<file path="config.mk">
export PLATFORM = sky130hd
export DESIGN_NAME = uart_rx
export DESIGN_NICKNAME = d
export VERILOG_FILES = /design/src/rtl/uart_rx.sv
export SDC_FILE = /design/constraint.sdc
export NUM_CORES = 1
export LEC_CHECK = 0
export CORE_MARGIN = 4
export CORE_UTILIZATION = 52
export CTS_BUF_LIST = sky130_fd_sc_hd__clkbuf_8
export CTS_CLUSTER_DIAMETER = 40
export CTS_CLUSTER_SIZE = 8
export DETAILED_ROUTE_END_ITERATION = 8
export GPL_TIMING_DRIVEN = 0
export HOLD_SLACK_MARGIN = 0.06
export PLACE_DENSITY_LB_ADDON = 0.12
export SYNTH_ARGS = -nofsm -noshare
export SYNTH_HDL_FRONTEND = slang
export SYNTH_SLANG_ARGS = --single-unit
</file>
<file path="constraint.sdc">
create_clock -name CLK_100MHZ -period 1.53 [get_ports CLK_100MHZ]
set_clock_uncertainty 0.05 [all_clocks]
set_input_delay 0.306 -clock CLK_100MHZ [delete_from_list [all_inputs] [get_ports CLK_100MHZ]]
set_output_delay 0.306 -clock CLK_100MHZ [all_outputs]
set_load 0.005 [all_outputs]
</file>
<file path="src/rtl/uart_rx.sv">
// rtl/uart_rx.sv - UART receiver with 16x oversampling, 2-flop input synchronizer and stop-bit error flag
module uart_rx #(
    parameter int DATA_BITS = 8,
    parameter int SB_TICK   = 16
) (
    input  logic                 CLK_100MHZ,
    input  logic                 reset,
    input  logic                 tick,
    input  logic                 rx,
    output logic [DATA_BITS-1:0] dout,
    output logic                 rx_done_tick,
    output logic                 frame_err
);

    localparam int             NW     = $clog2(DATA_BITS);
    localparam logic [NW-1:0]  N_LAST = NW'(DATA_BITS - 1);
    localparam logic [3:0]     S_STOP = 4'(SB_TICK - 1);

    typedef enum logic [1:0] {IDLE, START, DATA, STOP} state_t;

    state_t                state_q, state_d;
    logic [3:0]            s_q, s_d;
    logic [NW-1:0]         n_q, n_d;
    logic [DATA_BITS-1:0]  b_q, b_d;
    logic [DATA_BITS-1:0]  dout_q, dout_d;
    logic                  done_q, done_d;
    logic                  ferr_q, ferr_d;
    logic                  rx_meta_q, rx_s_q;

    // Synchronizer resets to the idle-line level so reset release never looks like a start bit
    always_ff @(posedge CLK_100MHZ or negedge reset) begin
        if (!reset) begin
            rx_meta_q <= 1'b1;
            rx_s_q    <= 1'b1;
        end else begin
            rx_meta_q <= rx;
            rx_s_q    <= rx_meta_q;
        end
    end

    always_ff @(posedge CLK_100MHZ or negedge reset) begin
        if (!reset) begin
            state_q <= IDLE;
            s_q     <= '0;
            n_q     <= '0;
            b_q     <= '0;
            dout_q  <= '0;
            done_q  <= 1'b0;
            ferr_q  <= 1'b0;
        end else begin
            state_q <= state_d;
            s_q     <= s_d;
            n_q     <= n_d;
            b_q     <= b_d;
            dout_q  <= dout_d;
            done_q  <= done_d;
            ferr_q  <= ferr_d;
        end
    end

    always_comb begin
        state_d = state_q;
        s_d     = s_q;
        n_d     = n_q;
        b_d     = b_q;
        dout_d  = dout_q;
        ferr_d  = ferr_q;
        done_d  = 1'b0;
        case (state_q)
            IDLE: begin
                if (!rx_s_q) begin
                    s_d     = '0;
                    state_d = START;
                end
            end
            START: begin
                if (tick) begin
                    if (s_q == 4'd7) begin
                        if (!rx_s_q) begin
                            s_d     = '0;
                            n_d     = '0;
                            state_d = DATA;
                        end else begin
                            state_d = IDLE;
                        end
                    end else begin
                        s_d = s_q + 4'd1;
                    end
                end
            end
            DATA: begin
                if (tick) begin
                    if (s_q == 4'd15) begin
                        s_d = '0;
                        b_d = {rx_s_q, b_q[DATA_BITS-1:1]};
                        if (n_q == N_LAST) begin
                            state_d = STOP;
                        end else begin
                            n_d = n_q + 1'b1;
                        end
                    end else begin
                        s_d = s_q + 4'd1;
                    end
                end
            end
            STOP: begin
                // Outputs are registered, so the done pulse lines up with the new dout value
                if (tick) begin
                    if (s_q == S_STOP) begin
                        dout_d  = b_q;
                        ferr_d  = ~rx_s_q;
                        done_d  = 1'b1;
                        state_d = IDLE;
                    end else begin
                        s_d = s_q + 4'd1;
                    end
                end
            end
            default: state_d = IDLE;
        endcase
    end

    assign dout         = dout_q;
    assign rx_done_tick = done_q;
    assign frame_err    = ferr_q;

endmodule

</file>
Word level (Yosys, flattened, before mapping)
Cells that the tools add are included. W data, S select, Z words.

Reductions and logical operators: 7. Equal/unequal tests: 17. Multiplexer cells: 28. Bitwise gates (word level): 1. $add $sub $neg: 2.

Operators with widths (count): $mux W4 (7); $ne A2 B2 Y1 const B (11); $mux W2 (9); $mux W3 (6); $pmux W4 S4 (1); $pmux W2 S4 (1); $reduce_and A8 Y1 (1); $reduce_and A7 Y1 (1); $pmux W3 S2 (1); $reduce_and A3 Y1 (2); $add A4 B1 Y4 const B (1); $eq A2 B2 Y1 const B (2); $eq A4 B3 Y1 const B (1); $eq A4 B4 Y1 const B (1); $reduce_and A4 Y1 (1); $add A3 B1 Y3 const B (1); $eq A3 B3 Y1 const B (1); $mux W1 (3); $eq A2 B1 Y1 const B (1); $logic_not A2 Y1 (1); $reduce_bool A2 Y1 (1); $not A1 Y1 (1).

Logic and storage cells: 64. Flip-flop bits (word level): 29. Input bits: 4. Output and inout bits: 10.

Depth between registers and ports, before layout
Word-level depth: 5. Mapped depth: 6. Depth with buffers taken out: 6.

Worst setup path before layout
No wires, ideal clock.

Path kind: reg2reg. From: register s_q[0]. To: register b_q[0]. Arrival time: 1473 ps. Cell stages (with the launch flop): 5. Path slack: -117 ps. Setup time: 125 ps. Clock period less this slack: 1647 ps. Required time: 1355 ps. Buffers on the path: 0. Cells stage by stage: dfrtp_1 > ha_1 > nand3_4 > nor3_4 > mux2_2.

Cells in the longest elaborated chain, start to end: 2.

Ends and longest elaborated chain: start: declaration (line 22) `logic [3:0] s_q, s_d;`; start signal: assignment (line 44) `s_q <= '0;`; start signal: assignment (line 52) `s_q <= s_d;`; $eq A4 B4 Y1 (line 93) `if (s_q == 4'd15) begin`; $reduce_and A3 Y1 (no source line); end signal: assignment (line 46) `b_q <= '0;`; end signal: assignment (line 54) `b_q <= b_d;`; end: declaration (line 24) `logic [DATA_BITS-1:0] b_q, b_d;`.

Every way passes these cells. A chain may end at the register's enable or synchronous reset.

Final worst setup path
From: register s_q[1]. To: register dout_q[5] (netlist: dout[5]).

Cells in the longest elaborated chain, start to end: 2.

Ends and longest elaborated chain: $eq A4 B4 Y1 (line 109) `if (s_q == S_STOP) begin`; $reduce_and A3 Y1 (no source line); end signal: assignment (line 55) `dout_q <= dout_d;`; end: declaration (line 25) `logic [DATA_BITS-1:0] dout_q, dout_d;`.

Every way passes these cells.

==> PnR_summary.wiki <==
{| class="wikitable"
! Metric !! Value
|-
| Cell variety after synth || 35
|-
| Startpoint-to-endpoint class of the critical path || reg2reg
|-
| Placed Area || about 1500 um^2
|-
| Post-Syn Area || 1309 um^2
|-
| Fraction of power spent switching nets || a little over a quarter
|-
| P_sw || about 0.61 mW
|-
| Violation count after the first detailed-routing iteration || 17
|-
| Relative contribution of sequential cells to total power || between 40% and 50%
|-
| Post-synthesis to final-layout area growth || 38.24%
|-
| YS warnings || 0
|-
| Fraction of layout cells with a size suffix above 1 || between 40% and 50%
|-
| Met3 routing resource usage after global routing || 5.568%
|-
| DR WL/cell || about 15 um
|-
| Number of vias per cell || 5.609
|-
| Port buffer count || 13
|-
| Cell family with most CP delay || flip-flops
|-
| Global-route wire length before repair || 3.960 mm
|-
| Count of nets left with antenna violations after detail routing || 0
|-
| GPL Wtd Cong || approximately 0.75
|-
| Slew of the pin with the lowest slew margin || about 0.62 ns
|-
| Largest stage delay on the critical path || 0.39 ns
|-
| Number of fill cells in the layout || about 130
|-
| Drt total wl || around 2.5 mm
|-
| Final antenna diode count || 0
|-
| Worst-path cell chain || ha_4 -> nand3_4 -> buf_4 -> nor2_4 -> buf_12 -> mux2_2
|-
| Detailed-placement wirelength estimate || about 1.5 mm
|-
| Power density normalized to cell area || between 1000 and 1500 nW/um^2
|-
| Die footprint || between 3000 and 4000 um^2
|-
| Final nets || 139
|-
| P_int || roughly 1.7 mW
|-
| Effective utilization at floorplan || ~57%
|-
| Number of max-cap violations || 0
|-
| Chip Height || roughly 58 um
|-
| VDD IR max || about 1.2 mV
|-
| Required arrival time at the worst endpoint || roughly 1.6 ns
|-
| Vias in the first global route || between 800 and 900
|-
| Worst Path Max Fanout || 10
|-
| Number of H-tree branching levels || 2
|-
| Sequential cell area fraction in the yosys report || 55.64%
|-
| Share of power burned in the clock network || between 30% and 40%
|-
| Worst setup margin || -0.08919 ns
|-
| Outcome || finished, violations left
|-
| Post-route setup TNS || -0.9104 ns
|-
| Post-layout minimum cycle time || 1.619 ns
|-
| Mean instance size in the synthesized netlist || 13.22 um^2
|-
| Remaining design rule violation count || 0
|-
| Area taken by flip-flops and latches || ~730 um^2
|-
| GRT Util Overall || between 15 and 20%
|-
| Clock Tree Root || sky130_fd_sc_hd__clkbuf_8
|-
| Global routing met2 resource utilization || around a quarter
|-
| Post-route design area || around 1800 um^2
|-
| Rows || 17
|-
| Count of mapped cells out of synthesis || 99
|-
| Highest achievable clock rate || slightly above 600 MHz
|-
| Number of setup violations in the final report || 16
|-
| Ratio of final minimum period to clock period || 105.8%
|-
| Max-slew headroom at the worst pin || about three fifths
|-
| Area of combinational cells with multiple inputs || roughly 650 um^2
|-
| Worst setup slack after placement || -0.4318 ns
|-
| Antenna violations before repair || 0
|-
| Number of register bits inferred by synthesis || 29
|-
| TritonCTS clock tree || yes
|-
| Arrival time at the worst endpoint || between 1.5 and 2 ns
|-
| Logic pwr share || a little under a quarter
|-
| Num CTS Buffers || 5
|-
| Total power || about 2.3 mW
|-
| CTS max path bufs || 2
|-
| Largest net degree at the start of global routing || 30
|-
| Endpoint kind of the worst setup timing path || flip-flop
|-
| Setup repair after global routing missed its margin || yes
|-
| Syn nets || ~110
|-
| Type of origin of the critical path || flip-flop
|-
| Buf+Inv Stages, Crit Path || 2
|-
| Core area || around 2300 um^2
|-
| Slowest stage cell, crit path || sky130_fd_sc_hd__dfrtp_1
|-
| Global-route met1 utilization || between 10% and 20%
|-
| Layer with the highest usage || met2
|-
| Clock edge transition at the registers on the reported setup and hold paths || roughly 0.06 ns
|-
| Worst min path class || reg2reg
|-
| Clk sink count || 29
|-
| Endpoints failing hold || 0
|-
| Die W || approximately 58 um
|-
| Number of vias after detailed routing || between 900 and 1000
|-
| Pleak || 0.8299 nW
|-
| Count of boundary I/O pins || 14
|-
| DR pass1 iterations || 4
|-
| Overflow after GRT || 0
|-
| Count of pins over their slew limit || 0
|-
| Violations in the final reports || setup timing
|-
| Skew-Pair Late Insertion Delay || about 0.28 ns
|}
==> power groups by stage <==
stage / combinational [mW] / clock (mW) / sequential (mW)
finish: 0.530 / 0.801 / 0.955
global route: 0.590 / 0.857 / 0.965
CTS: 0.471 / 0.819 / 0.945
detailed placement: 0.364 / 0 / 0.968
global placement: 0.341 / 0 / 0.964
floorplan: 0.290 / 0 / 0.948
==> cells in the mapped netlist <==
| master | n | area share, % |
|---|---|---|
| sky130_fd_sc_hd__a211o_1 | 1 | 0.67 |
| sky130_fd_sc_hd__a21o_1 | 1 | 0.57 |
| sky130_fd_sc_hd__a21oi_1 | 1 | 0.38 |
| sky130_fd_sc_hd__a221o_1 | 1 | 0.76 |
| sky130_fd_sc_hd__a22o_1 | 1 | 0.67 |
| sky130_fd_sc_hd__and2b_2 | 1 | 0.67 |
| sky130_fd_sc_hd__and3_2 | 1 | 0.57 |
| sky130_fd_sc_hd__buf_2 | 2 | 0.76 |
| sky130_fd_sc_hd__buf_4 | 1 | 0.57 |
| sky130_fd_sc_hd__dfrtp_1 | 27 | 52 |
| sky130_fd_sc_hd__dfstp_2 | 2 | 4.0 |
| sky130_fd_sc_hd__ha_1 | 3 | 2.9 |
| sky130_fd_sc_hd__inv_1 | 2 | 0.57 |
| sky130_fd_sc_hd__mux2_2 | 16 | 14 |
| sky130_fd_sc_hd__mux2i_1 | 3 | 2.3 |
| sky130_fd_sc_hd__nand2_1 | 4 | 1.1 |
| sky130_fd_sc_hd__nand3_1 | 6 | 2.3 |
| sky130_fd_sc_hd__nand3_4 | 1 | 1.3 |
| sky130_fd_sc_hd__nand3b_1 | 1 | 0.57 |
| sky130_fd_sc_hd__nor2_1 | 3 | 0.86 |
| sky130_fd_sc_hd__nor2_4 | 1 | 0.86 |
| sky130_fd_sc_hd__nor3_1 | 3 | 1.1 |
| sky130_fd_sc_hd__nor3_4 | 1 | 1.2 |
| sky130_fd_sc_hd__nor3b_1 | 1 | 0.57 |
| sky130_fd_sc_hd__nor4b_4 | 1 | 1.8 |
| sky130_fd_sc_hd__o21a_1 | 1 | 0.57 |
| sky130_fd_sc_hd__o21ai_0 | 4 | 1.5 |
| sky130_fd_sc_hd__o21ai_1 | 1 | 0.38 |
| sky130_fd_sc_hd__o21ai_2 | 2 | 1.3 |
| sky130_fd_sc_hd__o221ai_1 | 1 | 0.67 |
| sky130_fd_sc_hd__o22ai_1 | 1 | 0.48 |
| sky130_fd_sc_hd__o2bb2ai_1 | 1 | 0.67 |
| sky130_fd_sc_hd__o31ai_1 | 1 | 0.57 |
| sky130_fd_sc_hd__or2_1 | 1 | 0.48 |
| sky130_fd_sc_hd__xnor2_1 | 1 | 0.67 |
==> cell families (layout without fill, tap and decap cells) <==
kind of cell | count (synthesis) | after routing | synth area share (%)
xor+xnor | 1 | 1 | 0.6693
fa+ha+maj | 3 | 3 | 2.868
simple gates | 25 | 25 | 13.58
flops | 29 | 29 | 55.64
buf+inv | 5 | 39 | 1.913
compound gates | 17 | 17 | 9.274
mux | 19 | 19 | 16.06
==> final timing paths <==
check / endpoint / from / slack (ns) / cells past startpoint
worst min register to register: rx_s_q / rx_meta_q / 0.30 / 0
worst min-delay path: rx_s_q / rx_meta_q / 0.30 / 0
min in group asynchronous: s_q[2] / reset / 0.53 / 2
max in group asynchronous: dout[5] / reset / 0.49 / 2
worst max-delay path: dout[5] / s_q[1] / -0.09 / 6
worst max register to register: dout[5] / s_q[1] / -0.09 / 6
==> cell type report <==
class / instances / area share [%]
Buffer: 3 / 1.452
Tap cell: 28 / 1.936
Multi-Input combinational cell: 65 / 35.89
Inverter: 2 / 0.4149
Timing Repair Buffer: 26 / 13.62
Clock buffer: 6 / 4.564
Clock inverter: 2 / 1.867
Sequential cell: 29 / 40.25
==> stage by stage <==
| step | utilization (%) | instances | hold WS, ns |
|---|---|---|---|
| 4_1_cts | 75.44 | 157 | 0.3052 |
| 3_3_place_gp | 65.36 | 140 | 0.2959 |
| 3_5_place_dp | 65.36 | 140 | 0.2968 |
| 6_report | 78.76 | 161 | 0.3043 |
| 5_1_grt | 78.76 | 161 | 0.3063 |
| 2_1_floorplan | - | 99 | -0.03959 |
==> timing repair <==
action | 4_1_cts | 5_1_grt
pin swaps | 4 | 2
hold buffers | 0 | 1
gates resized for setup | 12 | 12
buffers inserted | 9 | 3
setup endpoints to repair | 48 | 25
hold endpoints to repair | 0 | 27
==> sequential cells by signal, summed over array words and instances (netlist names), named ones only <==
register,count
rx_meta_q,1
s_q,4
rx_s_q,1
n_q,3
b_q,8
rx_done_tick,1
frame_err,1
state_q,1
dout,8
==> metal layers <==
layer	up-vias	part of all wire (%)
li1	431	-
met1	443	44
met2	24	48
met3	5	5.5
met4	0	1.7
met5	-	0
==> cells in the final DEF (no fill, tap or decap), types with 3 or more instances in the layout <==
cell type | Yosys | routed
sky130_fd_sc_hd__clkbuf_8 | 0 | 6
sky130_fd_sc_hd__buf_6 | 0 | 3
sky130_fd_sc_hd__nand2_1 | 4 | 4
sky130_fd_sc_hd__nor2_1 | 3 | 3
sky130_fd_sc_hd__clkdlybuf4s50_1 | 0 | 10
sky130_fd_sc_hd__nand3_1 | 6 | 5
sky130_fd_sc_hd__mux2_4 | 0 | 8
sky130_fd_sc_hd__mux2_2 | 16 | 8
sky130_fd_sc_hd__o21ai_0 | 4 | 4
sky130_fd_sc_hd__buf_4 | 1 | 11
sky130_fd_sc_hd__mux2i_1 | 3 | 3
sky130_fd_sc_hd__dfrtp_1 | 27 | 27
sky130_fd_sc_hd__inv_1 | 2 | 3
Power figures use the tool's default switching activity.
